File: config.mk
export PLATFORM = sky130hd
export DESIGN_NAME = bus_region_decoder
export DESIGN_NICKNAME = d
export VERILOG_FILES = /design/src/rtl/bus_region_decoder.sv
export SDC_FILE = /design/constraint.sdc
export NUM_CORES = 1
export LEC_CHECK = 0
export CORE_MARGIN = 3
export CORE_UTILIZATION = 65
export CTS_BUF_LIST = sky130_fd_sc_hd__clkbuf_8
export DETAILED_ROUTE_END_ITERATION = 10
export PLACE_DENSITY = 0.88
export SYNTH_ARGS = -nofsm -noshare
export SYNTH_HDL_FRONTEND = slang
export SYNTH_SLANG_ARGS = --single-unit
File: constraint.sdc
create_clock -name CLK -period 7.7 [get_ports CLK]
set_input_delay 1.155 -clock CLK [delete_from_list [all_inputs] [get_ports CLK]]
set_output_delay 1.155 -clock CLK [all_outputs]
set_load 0.05 [all_outputs]
File: src/rtl/bus_region_decoder.sv
// Clocked bus-cycle decoder: latches the address on ALE, matches it against programmable
// memory/I/O windows, drives one-hot chip selects and stretches READY by per-region wait states.
module bus_region_decoder #(
    parameter int ADDR_W      = 20,
    parameter int NUM_REGIONS = 4,
    parameter int WAIT_W      = 3,
    localparam int IDX_W      = (NUM_REGIONS > 1) ? $clog2(NUM_REGIONS) : 1
) (
    input  logic                   CLK,
    input  logic                   RESET_N,
    input  logic                   ALE,
    input  logic                   IOM,
    input  logic [ADDR_W-1:0]      A_IN,
    input  logic                   RD_N,
    input  logic                   WR_N,
    input  logic                   CFG_WE,
    input  logic [IDX_W-1:0]       CFG_IDX,
    input  logic                   CFG_EN,
    input  logic                   CFG_IO,
    input  logic [ADDR_W-1:0]      CFG_BASE,
    input  logic [ADDR_W-1:0]      CFG_LIMIT,
    input  logic [WAIT_W-1:0]      CFG_WAIT,
    output logic [ADDR_W-1:0]      Address,
    output logic [NUM_REGIONS-1:0] CS,
    output logic                   READY,
    output logic                   MISS,
    output logic                   BUSY
);

    typedef enum logic [1:0] {
        S_IDLE,
        S_DECODE,
        S_WAIT,
        S_STROBE
    } state_t;

    state_t                 state_q;
    logic [ADDR_W-1:0]      addr_q;
    logic                   iom_q;
    logic [NUM_REGIONS-1:0] cs_q;
    logic                   miss_q;
    logic [WAIT_W-1:0]      cnt_q;

    logic [NUM_REGIONS-1:0] region_en;
    logic [NUM_REGIONS-1:0] region_io;
    logic [ADDR_W-1:0]      region_base  [NUM_REGIONS];
    logic [ADDR_W-1:0]      region_limit [NUM_REGIONS];
    logic [WAIT_W-1:0]      region_wait  [NUM_REGIONS];

    logic [NUM_REGIONS-1:0] match;
    logic                   hit;
    logic [IDX_W-1:0]       hit_idx;
    logic                   strobe;
    logic                   cfg_idx_ok;
    logic                   cnt_nz;

    // I/O windows only see the low 16 address bits; ADDR_W is assumed to be at least 16.
    function automatic logic [ADDR_W-1:0] window_addr(input logic io,
                                                      input logic [ADDR_W-1:0] a);
        return io ? ADDR_W'(a[15:0]) : a;
    endfunction

    function automatic logic in_window(input logic [ADDR_W-1:0] a,
                                       input logic [ADDR_W-1:0] base,
                                       input logic [ADDR_W-1:0] limit);
        return (a >= base) && (a <= limit);
    endfunction

    assign strobe     = !RD_N || !WR_N;
    assign cnt_nz     = (cnt_q != '0);
    assign cfg_idx_ok = ({1'b0, CFG_IDX} < (IDX_W + 1)'(NUM_REGIONS));

    always_comb begin
        match = '0;
        for (int i = 0; i < NUM_REGIONS; i++) begin
            match[i] = region_en[i] && (region_io[i] == iom_q) &&
                       in_window(window_addr(region_io[i], addr_q),
                                 region_base[i], region_limit[i]);
        end
    end

    // Scan from the top so the lowest matching index is the one left standing.
    always_comb begin
        hit     = 1'b0;
        hit_idx = '0;
        for (int i = NUM_REGIONS - 1; i >= 0; i--) begin
            if (match[i]) begin
                hit     = 1'b1;
                hit_idx = IDX_W'(i);
            end
        end
    end

    always_ff @(posedge CLK or negedge RESET_N) begin
        if (!RESET_N) begin
            state_q   <= S_IDLE;
            addr_q    <= '0;
            iom_q     <= 1'b0;
            cs_q      <= '0;
            miss_q    <= 1'b0;
            cnt_q     <= '0;
            region_en <= '0;
            region_io <= '0;
            for (int i = 0; i < NUM_REGIONS; i++) begin
                region_base[i]  <= '0;
                region_limit[i] <= '0;
                region_wait[i]  <= '0;
            end
        end else begin
            if (CFG_WE && cfg_idx_ok) begin
                region_en[CFG_IDX]    <= CFG_EN;
                region_io[CFG_IDX]    <= CFG_IO;
                region_base[CFG_IDX]  <= CFG_BASE;
                region_limit[CFG_IDX] <= CFG_LIMIT;
                region_wait[CFG_IDX]  <= CFG_WAIT;
            end

            // ALE wins in every state: from IDLE it starts a cycle, elsewhere it aborts one.
            if (ALE) begin
                addr_q  <= A_IN;
                iom_q   <= IOM;
                cs_q    <= '0;
                miss_q  <= 1'b0;
                cnt_q   <= '0;
                state_q <= S_DECODE;
            end else begin
                case (state_q)
                    S_IDLE: begin
                        state_q <= S_IDLE;
                    end
                    S_DECODE: begin
                        if (hit) begin
                            cs_q   <= NUM_REGIONS'(1) << hit_idx;
                            miss_q <= 1'b0;
                            cnt_q  <= region_wait[hit_idx];
                        end else begin
                            cs_q   <= '0;
                            miss_q <= 1'b1;
                            cnt_q  <= '0;
                        end
                        state_q <= S_WAIT;
                    end
                    S_WAIT: begin
                        if (strobe && cnt_nz) begin
                            cnt_q <= cnt_q - WAIT_W'(1);
                        end
                        if (strobe) begin
                            state_q <= S_STROBE;
                        end
                    end
                    S_STROBE: begin
                        if (strobe) begin
                            if (cnt_nz) begin
                                cnt_q <= cnt_q - WAIT_W'(1);
                            end
                        end else begin
                            cs_q    <= '0;
                            miss_q  <= 1'b0;
                            state_q <= S_IDLE;
                        end
                    end
                    default: begin
                        state_q <= S_IDLE;
                    end
                endcase
            end
        end
    end

    assign Address = addr_q;
    assign CS      = cs_q;
    assign MISS    = miss_q;
    assign BUSY    = (state_q != S_IDLE);
    assign READY   = !(((state_q == S_WAIT) || (state_q == S_STROBE)) && strobe && cnt_nz);

endmodule

After elaboration in Yosys (flattened, before gate mapping) --
Index checks and enable logic that the tools add are counted.
Word-level totals: output and inout port bits 27, bits of input ports 74, flip-flop bits (word level) 211, word-level logic and storage cells 123
Cells by class: reduce and logical (&&, ||, !) cells 30, $lt $le $gt $ge 13, mux-type cells 44, bitwise operators 2, shifts and indexed selects 1, equality and inequality tests 12, add/subtract/negate cells 1
Operator list (count):
- 80-bit bitwise mux | 2
- 20-bit two-way mux | 5
- 20-bit greater-or-equal comparator | 4
- 20-bit <= comparator | 4
- 20-bit demux with 2-bit select | 1
- 3-bit two-way mux | 8
- 1-bit logical AND | 17
- 3-bit inequality test (second input constant) | 5
- 2-bit two-way mux | 7
- 12-bit bitwise mux | 1
- 4-bit two-way mux | 3
- 3-bit one-hot mux with 3 select lines | 1
- 4-bit bitwise mux | 2
- 1-bit two-way mux | 8
- 2-bit one-hot mux with 4 select lines | 1
- 4-bit one-hot mux with 2 select lines | 1
- 3-bit binary-select mux with 2-bit select | 1
- 3-bit demux with 2-bit select | 1
- 3-bit greater-or-equal comparator (second input constant) | 2
- 2-bit NOT with 3-bit output | 2
- 3-bit nonzero test | 2
- 1-bit == test | 4
- 2-bit == test (second input constant) | 2
- 2-bit AND reduction | 2
- other kinds (14) | 17

Longest topological paths before layout --
Gate-level depths: netlist of the first run.
depth after elaboration 15, depth in mapped cells 11, gate-level depth less buffers 10

Least setup slack after synthesis of the first run --
No wires, ideal clock.
path type flip-flop to flip-flop, start point register addr_q[13] (netlist: Address[13]), end point register cnt_q[2], data arrival time 2.862 ns, setup time 0.101 ns, required time 7.599 ns, clock period less this slack 2.962 ns, path slack 4.738 ns, buffers on the path 0, cell stages (with the launch flop) 10, path through dfrtp_1 ha_1 a21oi_2 o21ai_1 a221o_1 a2111o_1 a211o_1 o211ai_2 nand3_2 o311ai_2
Between the ends: word-level cells in the longest chain between the ends 15, elaborated cells between the ends (all ways) 35, those cells by class 8 x order compare; 18 x mux; 1 x bitwise; 8 x reduce/logical
Ends and longest elaborated chain:
- start: declaration | RTL line 38 | logic [ADDR_W-1:0] addr_q;
- start signal: assignment | RTL line 97 | addr_q <= '0;
- start signal: assignment | RTL line 120 | addr_q <= A_IN;
- 20-bit two-way mux | RTL line 60 | return io ? ADDR_W'(a[15:0]) : a;
- 20-bit greater-or-equal comparator or 20-bit <= comparator (tied branches) | RTL line 66 | return (a >= base) && (a <= limit);
- 1-bit logical AND | RTL line 66
- 1-bit logical AND | RTL line 76 | match[i] = region_en[i] && (region_io[i] == iom_q) &&
- 2-bit two-way mux (4 in a row) | RTL line 87 | if (match[i]) begin
- 2-bit NOT with 3-bit output (not written as such) | RTL line 135 | cnt_q <= region_wait[hit_idx];
- 3-bit binary-select mux with 2-bit select | RTL line 135
- 3-bit two-way mux (not written as such) (2 in a row) | RTL line 135
- 3-bit two-way mux * | RTL line 132 | if (hit) begin
- 3-bit one-hot mux with 3 select lines * | RTL line 127 | case (state_q)
- 3-bit two-way mux * | RTL line 119 | if (ALE) begin
- end signal: assignment | RTL line 135
- end signal: assignment | RTL line 145 | cnt_q <= cnt_q - WAIT_W'(1);
- end signal: assignment | RTL line 154 | cnt_q <= cnt_q - WAIT_W'(1);
- end: declaration | RTL line 42 | logic [WAIT_W-1:0] cnt_q;
Mark *: on every way between the ends. The rest lies on a longest branch, timed or not. The select of a mux whose other input is x is not followed. A chain may end at the register's enable or synchronous reset.

Worst setup path after layout of the first run --
start point input RD_N, end point output READY
Between the ends: word-level cells in the longest chain between the ends 5
Ends and longest elaborated chain:
- start: declaration | RTL line 14 | input logic RD_N,
- 1-bit zero test | RTL line 69 | assign strobe = !RD_N || !WR_N;
- 1-bit logical OR | RTL line 69
- 1-bit logical AND (2 in a row) | RTL line 174 | assign READY = !(((state_q == S_WAIT) || (state_q == S_STROBE)) && strobe && cnt_nz);
- 1-bit zero test | RTL line 174
- end: declaration | RTL line 25 | output logic READY,
No other way between the ends.

==> impl_metrics.toml, run 1 <==
[run_status]
status = "completed"

[place]
place.gp.congestion = 0.897
placed_area_um2 = 13600
dp_hpwl_mm = 20.9
post-place-ws_ns = 3.70
port_buffers = 100

[setup_path]
startpoint = "RD_N"
crit_path_cell_trace = "clkdlybuf4s50_1, nand2_1, o21ai_0, nor2_1, inv_1, clkdlybuf4s50_1"
worst_path_most_repeated_cell = "clkdlybuf4s50_1"
crit_end = "READY"
max_stage_delay_ns = 0.79
r2r_start = "Address[0]$_DFFE_PN0P_"
cp_max_fo = 6
critPathLaunchType = "primary input"
cp_data_required_time_ns = 6.55
critPathKind = "primary input to output port"
r2r_cells = 10
worstPathArrival_ns = 2.86
r2r_end = "MISS$_DFFE_PN0P_"
crit_path_top_delay_cell = "clkdlybuf4s50_1"
end_kind = "output port"
reg2reg_slack_ns = 4.44

[hold_path]
hold_class = "flip-flop to flip-flop"
hp-start = "region_limit[9]$_DFFE_PN0P_"

[pwr]
power_uw = 3600
power_leakage_uw = 0.00692
powerDensity_nw_per_um2 = 252
vdd_drop_max_uv = 180

[final_layout]
regArea_um2 = 5280
fillers = 1157
syn2layout_area_growth_pct = 16.2
multi_input_area_um2 = 6290
fin_area_um2 = 14300
n_antenna_cell = 0
drive_gt1_share_pct = 18.9
fin_nets = 1507

[clock_network]
ctsHoldBuffers = 0
clk_path_buf_depth = 3
cts_buffers = 36
cts-root-buf = "clkbuf_8"
clkTransAtPathRegs_ns = 0.06
clk_latency_ns = 0.53
tritoncts = "built"
cts_setup_buffers = 0
cts_sinks = 211
cts_resized = 0
htree_levels = 2

[route]
ant_nets = 0
drt-initial-drc-count = 552
num_vias = 9308
routed_wl_mm = 30.1
wl_per_cell_um = 19.8
first_pass_iters = 5
via_per_inst = 6.12
drcViolationCount = 0

[synth]
yosysTopAreaCell = "dfrtp_1"
syn_avg_cell_area_um2 = 10.7
synth_common_cells = "dfrtp_1 (211), inv_1 (172), ha_1 (166)"
synth_fp_nets = 1391
yosysWarnings = 0
synth_top_area_share_pct = 42.8
synth-seq-area-share_pct = 42.8
ys_seq_elements = 211
synth_edf_count = 0
ys_top_cells_by_area = "dfrtp_1 (43%), ha_1 (17%), mux2_2 (15%), inv_1 (5.2%), nand2_1 (2.7%)"
syn_area_um2 = 12300
netlist-cell-type-count = 65
ys.flop_type = "dfrtp_1"
yosysMostFrequentCell = "dfrtp_1"
synth_cells = 1151
synth-async-reset-ratio_pct = 100

[grt]
overflow = 0
grt_usage_pct = 29.9
grt_max_degree = 84
grt_pass1_wl_mm = 48.5
grt_antenna_before_repair = 0
grt_pass1_vias = 9543

[timing]
fin_ws_ns = 3.69
setup_viol = 0
hold_viol = 0
tightest_slew_ns = 0.985
period_needed_ns = 4.01
skew_ns = 0.0105
finalSetupTns_ns = 0
rsz0062_at_grt = "no"
post-route-period-util_pct = 52.1
timing.fmax_mhz = 249
final_max_slew_viol_count = 0
maxSlewHeadroom_pct = 34.3

[floorplanning]
dieHeight_um = 144
io_pins = 101
die_area_um2 = 20600
core-area_um2 = 18300
start_util_pct = 67.4
dieWidth_um = 144
fp-row-count = 49

[flow_run]
cap_violations = 0
registers in the layout (all words and copies together), names as in the netlist, 2 cells and up:
signal	count
region_base	80
region_wait	12
region_limit	80
Address	20
region_en	4
cnt_q	3
CS	4
state_q	2
region_io	4
placed cells by master (no fill, tap or decap), types with 3 or more instances in the layout:
cell type        count
a211oi_1             5
nand2_1             90
and4_1               8
a31oi_1              4
nor2b_1             19
a21o_1              14
o21ai_1              3
clkinv_2             3
o311a_1              3
a221o_1              5
o21ai_0             57
mux2_2             163
buf_4                7
xnor2_1              4
dfrtp_1            211
nor4_1               3
nand2b_1             4
nor3_1               6
clkbuf_8            52
ha_1               166
inv_1              179
nand3_1             18
nand4_1             19
clkdlybuf4s50_1     99
nor2_1              19
o211ai_1             4
a21oi_1             64
a211o_1              3
o21a_1               5
o31ai_1              3
a2111o_1             3
power breakdown:
group / switching (uW) / internal [uW] / leakage, uW
clock: 458 / 585 / 0.000416
combinational: 608 / 496 / 0.00398
sequential: 149 / 1310 / 0.00253
total: 1210 / 2390 / 0.00692
cells by family after synthesis:
group	count (synthesis)	synth area share, %
muxes	165	15.1
DFF	211	42.8
buffers and inverters	201	6.19
and+or+nand+nor	205	8.47
adders and majority gates	166	16.9
AOI/OAI and AO/OA	199	10.3
xor gates and xnor gates	4	0.284
critical path: cells and delay by family:
family / cells / cell delay [ns]
AOI/OAI and AO/OA: 1 / 0.13
buffers and inverters: 3 / 1.35
and+or+nand+nor: 2 / 0.24
metrics by stage:
stage               cells  util [%]  hold WS [ns]
global placement     1458      74.2         0.488
floorplan            1151         -         0.463
global route         1521      78.4         0.514
CTS                  1521      78.4         0.506
finish               1521      78.4         0.505
detailed placement   1458      74.2         0.493
worst min-delay path by stage:
stage	cells after the start	to	slack [ns]
after floorplan	2	cnt_q[1]$_DFFE_PN0P_	0.46
after global placement	1	region_base[10]$_DFFE_PN0P_	0.49
after detailed placement	1	region_limit[34]$_DFFE_PN0P_	0.49
after CTS	1	region_limit[33]$_DFFE_PN0P_	0.51
after global routing	1	region_limit[33]$_DFFE_PN0P_	0.51
final	1	region_limit[9]$_DFFE_PN0P_	0.50
cell type report:
cell class / count / share of cell area (%)
inverter: 172 / 4.51
tap: 229 / 2.00
sequential: 211 / 36.9
clock inverter: 12 / 0.393
clock buffer: 51 / 4.90
timing repair buffer: 107 / 7.38
multi-input combinational: 739 / 43.9
routing by layer:
metal | wire (um) | vias to the layer above | track usage, %
met5 | 0 | - | 0
met3 | 1890 | 79 | 4.56
met1 | 12600 | 4654 | 39.5
met4 | 988 | 0 | 10.8
met2 | 14600 | 319 | 50.4
li1 | - | 4256 | -
Power figures use the tool's default switching activity.
==> run 2: changes to the inputs <==
- CORE_UTILIZATION: 65 -> 55
- PLACE_DENSITY: 0.88 -> 0.79
- clock period: 7.7 -> 3.2 ns (I/O delays scaled with it)
==> impl_metrics.toml, run 2 (synthesis gave the netlist of run 1 again) <==
[setup_path]
r2r_start = "Address[13]$_DFFE_PN0P_"
r2r_cells = 9
cp_max_fo = 10
worstPathArrival_ns = 3.42
startpoint = "Address[13]$_DFFE_PN0P_"
reg2reg_slack_ns = 0.16
crit_end = "cnt_q[2]$_DFFE_PN0P_"
cp_data_required_time_ns = 3.58
critPathKind = "flip-flop to flip-flop"
critPathLaunchType = "flip-flop"
end_kind = "flip-flop"
r2r_end = "cnt_q[2]$_DFFE_PN0P_"

[pwr]
powerDensity_nw_per_um2 = 616
pwr-share-clk_pct = 31.6
p_sw_uw = 2940
seq_power_share_pct = 38.5
power_leakage_uw = 0.00706
comb_power_share_pct = 30.0
cell_internal_pwr_uw = 6070
switching_share_pct = 32.6
vdd_drop_max_uv = 495

[final_layout]
layout_common_cells = "dfrtp_1 (211), inv_1 (182), ha_1 (166), mux2_2 (163), clkdlybuf4s50_1 (99)"
drive_gt1_share_pct = 19.5
layoutNonFillerInstCount = 1586
n_antenna_cell = 0
fin_nets = 1519
final_core_util_pct = 66.9
final_common_cell = "dfrtp_1"
syn2layout_area_growth_pct = 18.8

[route]
routed_wl_mm = 30.2
drcViolationCount = 0
via_per_inst = 5.72
wl_per_cell_um = 19.0
first_pass_iters = 5
ant_nets = 0
num_vias = 9071
drt-initial-drc-count = 590

[hold_path]
hold_class = "primary input to asynchronous set/reset pin"

[timing]
rsz0062_at_grt = "no"
maxSlewHeadroom_pct = 39.8
period_needed_ns = 3.04
skew_ns = 0.0283
tightest_slew_ns = 0.894
final_max_slew_viol_count = 0
hold_viol = 0
timing.fmax_mhz = 329
setup_viol = 0
post-route-period-util_pct = 95.1
finalSetupTns_ns = 0

[place]
port_buffers = 100
place.gp.congestion = 0.968
place_inst = 1519
dp_hpwl_mm = 21.5

[clock_network]
cts_resized = 0
cts_setup_buffers = 0
clkTransAtPathRegs_ns = 0.06
htree_levels = 2
cts_sinks = 211
ctsHoldBuffers = 0
cts_buffers = 38
tritoncts = "built"
cts-root-buf = "clkbuf_8"
clk_latency_ns = 0.53
clk_path_buf_depth = 3

[floorplanning]
dieHeight_um = 156
die_area_um2 = 24200
core-area_um2 = 21900
io_pins = 101
dieWidth_um = 156
start_util_pct = 56.3
fp-row-count = 54

[grt]
grt_usage_pct = 25.4
grt_pass1_vias = 9519
grt_max_degree = 86
overflow = 0
grt_pass1_wl_mm = 49.0
grt_antenna_before_repair = 0

[flow_run]
cap_violations = 0

[run_status]
status = "completed"
-- run 2: final cells by class --
class	count	area, um2
Inverter	172	646
Clock buffer	50	688
Fill cell	1678	7250
Multi-Input combinational cell	739	6290
Timing Repair Buffer	117	1210
Sequential cell	211	5280
Clock inverter	17	176
Tap cell	280	350
-- run 2: worst min-delay path by stage --
stage,from,end,cells past startpoint
global placement,region_wait[9]$_DFFE_PN0P_,region_wait[9]$_DFFE_PN0P_,1
CTS,RESET_N,region_limit[7]$_DFFE_PN0P_,1
finish,RESET_N,region_limit[31]$_DFFE_PN0P_,1
detailed placement,region_base[18]$_DFFE_PN0P_,region_base[18]$_DFFE_PN0P_,1
floorplan,RESET_N,Address[0]$_DFFE_PN0P_,0
global route,RESET_N,region_limit[29]$_DFFE_PN0P_,1
-- run 2: metal layers --
metal / track usage [%] / share of wire (%) / routed length (um) / vias up
met5: 0 / 0 / 0 / -
li1: - / - / - / 4293
met1: 33.3 / 44 / 13300 / 4483
met4: 8.13 / 2.6 / 770 / 0
met3: 4.30 / 5.1 / 1530 / 63
met2: 43.2 / 48 / 14500 / 232
-- run 2: power by group through the flow --
stage	combinational (uW)	clock, uW	sequential (uW)
final	2700	2850	3460
after global routing	3040	3030	3520
after CTS	2700	2900	3460
after detailed placement	2670	0	3500
after global placement	2560	0	3470
after floorplan	1740	0	3510
-- run 2: worst max-delay path, stage by stage (launching register included) --
cell      delay (ns)
dfrtp_1         0.60
ha_1            0.33
a21oi_2         0.14
o21ai_1         0.11
a221o_1         0.42
a2111o_1        0.45
a211oi_2        0.42
nor3_2          0.10
a21oi_1         0.21
o311ai_2        0.11
-- run 2: per-stage QoR --
step	total power [uW]	area [um2]	hold WS, ns	setup WS (ns)
floorplan	5250	12300	0.184	0.238
global placement	6030	13800	0.483	0.260
detailed placement	6170	13800	0.493	0.236
CTS	9060	14600	0.0357	0.200
global route	9590	14600	0.0559	0.00938
finish	9010	14600	0.0226	0.156
==> run 3: changes to the inputs <==
- PLACE_DENSITY: 0.79 -> 0.87
- TNS_END_PERCENT: default -> 100
==> impl_metrics.toml, run 3 (synthesis gave the netlist of run 1 again) <==
[run_status]
status = "completed"

[grt]
overflow = 0
grt_pass1_wl_mm = 50.4
grt_antenna_before_repair = 1
grt_max_degree = 84
grt_usage_pct = 26.1
grt_pass1_vias = 9742

[floorplanning]
dieHeight_um = 156
dieWidth_um = 156
die_area_um2 = 24200
start_util_pct = 56.3
fp-row-count = 54
core-area_um2 = 21900
io_pins = 101

[timing]
hold_viol = 0
finalSetupTns_ns = 0
skew_ns = 0.0260
fin_ws_ns = 0.178
period_needed_ns = 3.02
rsz0062_at_grt = "no"
final_max_slew_viol_count = 0
timing.fmax_mhz = 331
post-route-period-util_pct = 94.4
maxSlewHeadroom_pct = 43.9
setup_viol = 0
tightest_slew_ns = 0.835
hold_ws_ns = 0.503

[setup_path]
worstPathArrival_ns = 3.41
crit_path_cell_trace = "nor2b_1, ha_1, a21o_1, a21oi_1, o221ai_1, a2111oi_1, o211ai_2, buf_4, o311a_1, o221ai_1, o211ai_1"
critPathLaunchType = "flip-flop"
cp_max_fo = 11
cp_data_required_time_ns = 3.59
critPathKind = "flip-flop to flip-flop"
critPathBufInv = 1
cp_top_family = "compound AO/OA/AOI/OAI gates"
crit_path_top_delay_cell = "a2111oi_1"
end_kind = "flip-flop"
max_stage_delay_ns = 0.49
worst_path_most_repeated_cell = "o221ai_1"

[final_layout]
drive_gt1_share_pct = 18.6
fin_area_um2 = 14400
final_common_cell = "dfrtp_1"
layout_common_cells = "dfrtp_1 (211), inv_1 (189), ha_1 (166), mux2_2 (163), clkdlybuf4s50_1 (99)"
syn2layout_area_growth_pct = 17.1
fillers = 1652
fin_nets = 1517
n_antenna_cell = 0
layoutNonFillerInstCount = 1580

[place]
port_buffers = 100
post-place-ws_ns = 0.143
dp_hpwl_mm = 22.5
placed_area_um2 = 13800
place_inst = 1518
place.gp.congestion = 0.898

[route]
routed-wl-met2_mm = 15.1
wl_met1_mm = 12.7
routed_wl_mm = 31.1
via_per_inst = 5.83
num_vias = 9215
drt-initial-drc-count = 674
ant_nets = 0
first_pass_iters = 5
wl_per_cell_um = 19.7
wl_met3_mm = 2.09
dr.max_layer_used = "met4"
drcViolationCount = 0

[clock_network]
clk_path_buf_depth = 3
tritoncts = "built"
clkTransAtPathRegs_ns = 0.06
cts_sinks = 211
htree_levels = 2
clk_latency_ns = 0.54
cts_buffers = 36
cts_setup_buffers = 0
cts-root-buf = "clkbuf_8"

[pwr]
vdd_drop_max_uv = 381
powerDensity_nw_per_um2 = 588
power_leakage_uw = 0.00697

[hold_path]
hold_class = "flip-flop to flip-flop"

[flow_run]
cap_violations = 0
## run 3: layer usage
layer  global-route usage (%)  vias up
li1                         -     4274
met1                     32.5     4545
met2                     44.9      309
met3                     5.41       87
met4                     10.3        0
met5                        0        -
## run 3: worst reg2reg max path, stage by stage (launching register included)
cell       delay, ns
dfrtp_1         0.45
nor2b_1         0.23
ha_1            0.29
a21o_1          0.19
a21oi_1         0.16
o221ai_1        0.25
a2111oi_1       0.49
o211ai_2        0.19
buf_4           0.21
o311a_1         0.11
o221ai_1        0.17
o211ai_1        0.13
## run 3: area by class of cell
class / instances / area (um2) / share of cell area (%)
Clock buffer: 39 / 537 / 3.72
Clock inverter: 22 / 119 / 0.824
Inverter: 172 / 646 / 4.48
Multi-Input combinational cell: 739 / 6300 / 43.6
Sequential cell: 211 / 5280 / 36.6
Tap cell: 280 / 350 / 2.43
Timing Repair Buffer: 117 / 1200 / 8.30
## run 3: stage by stage
step | power [uW] | util [%]
floorplan | 5250 | -
global placement | 6020 | 62.8
detailed placement | 6190 | 62.8
CTS | 8500 | 65.9
global route | 9020 | 65.9
finish | 8480 | 65.9
## run 3: final timing paths
| check | startpoint | endpoint | slack [ns] | cells past startpoint |
|---|---|---|---|---|
| worst max-delay path | region_io[1]$_DFFE_PN0P_ | cnt_q[0]$_DFFE_PN0P_ | 0.18 | 11 |
| worst min-delay path | region_limit[46]$_DFFE_PN0P_ | region_limit[46]$_DFFE_PN0P_ | 0.50 | 1 |
| worst max register to register | region_io[1]$_DFFE_PN0P_ | cnt_q[0]$_DFFE_PN0P_ | 0.18 | 11 |
| worst min register to register | region_limit[46]$_DFFE_PN0P_ | region_limit[46]$_DFFE_PN0P_ | 0.50 | 1 |
| max in group asynchronous | RESET_N | region_base[66]$_DFFE_PN0P_ | 1.83 | 3 |
| min in group asynchronous | RESET_N | state_q[0]$_DFFE_PN0P_ | 0.56 | 2 |
## run 3: where the power goes
group	total (uW)	switching, uW	internal [uW]
registers	3470	325	3140
logic	2740	1520	1220
clock network	2270	1080	1200
## run 3: what timing repair did
| action | 4_1_cts | 5_1_grt |
|---|---|---|
| hold endpoints to repair | 42 | 0 |
| hold buffers | 1 | 0 |
| setup endpoints to repair | 0 | 1 |
| gates resized for setup | 0 | 1 |
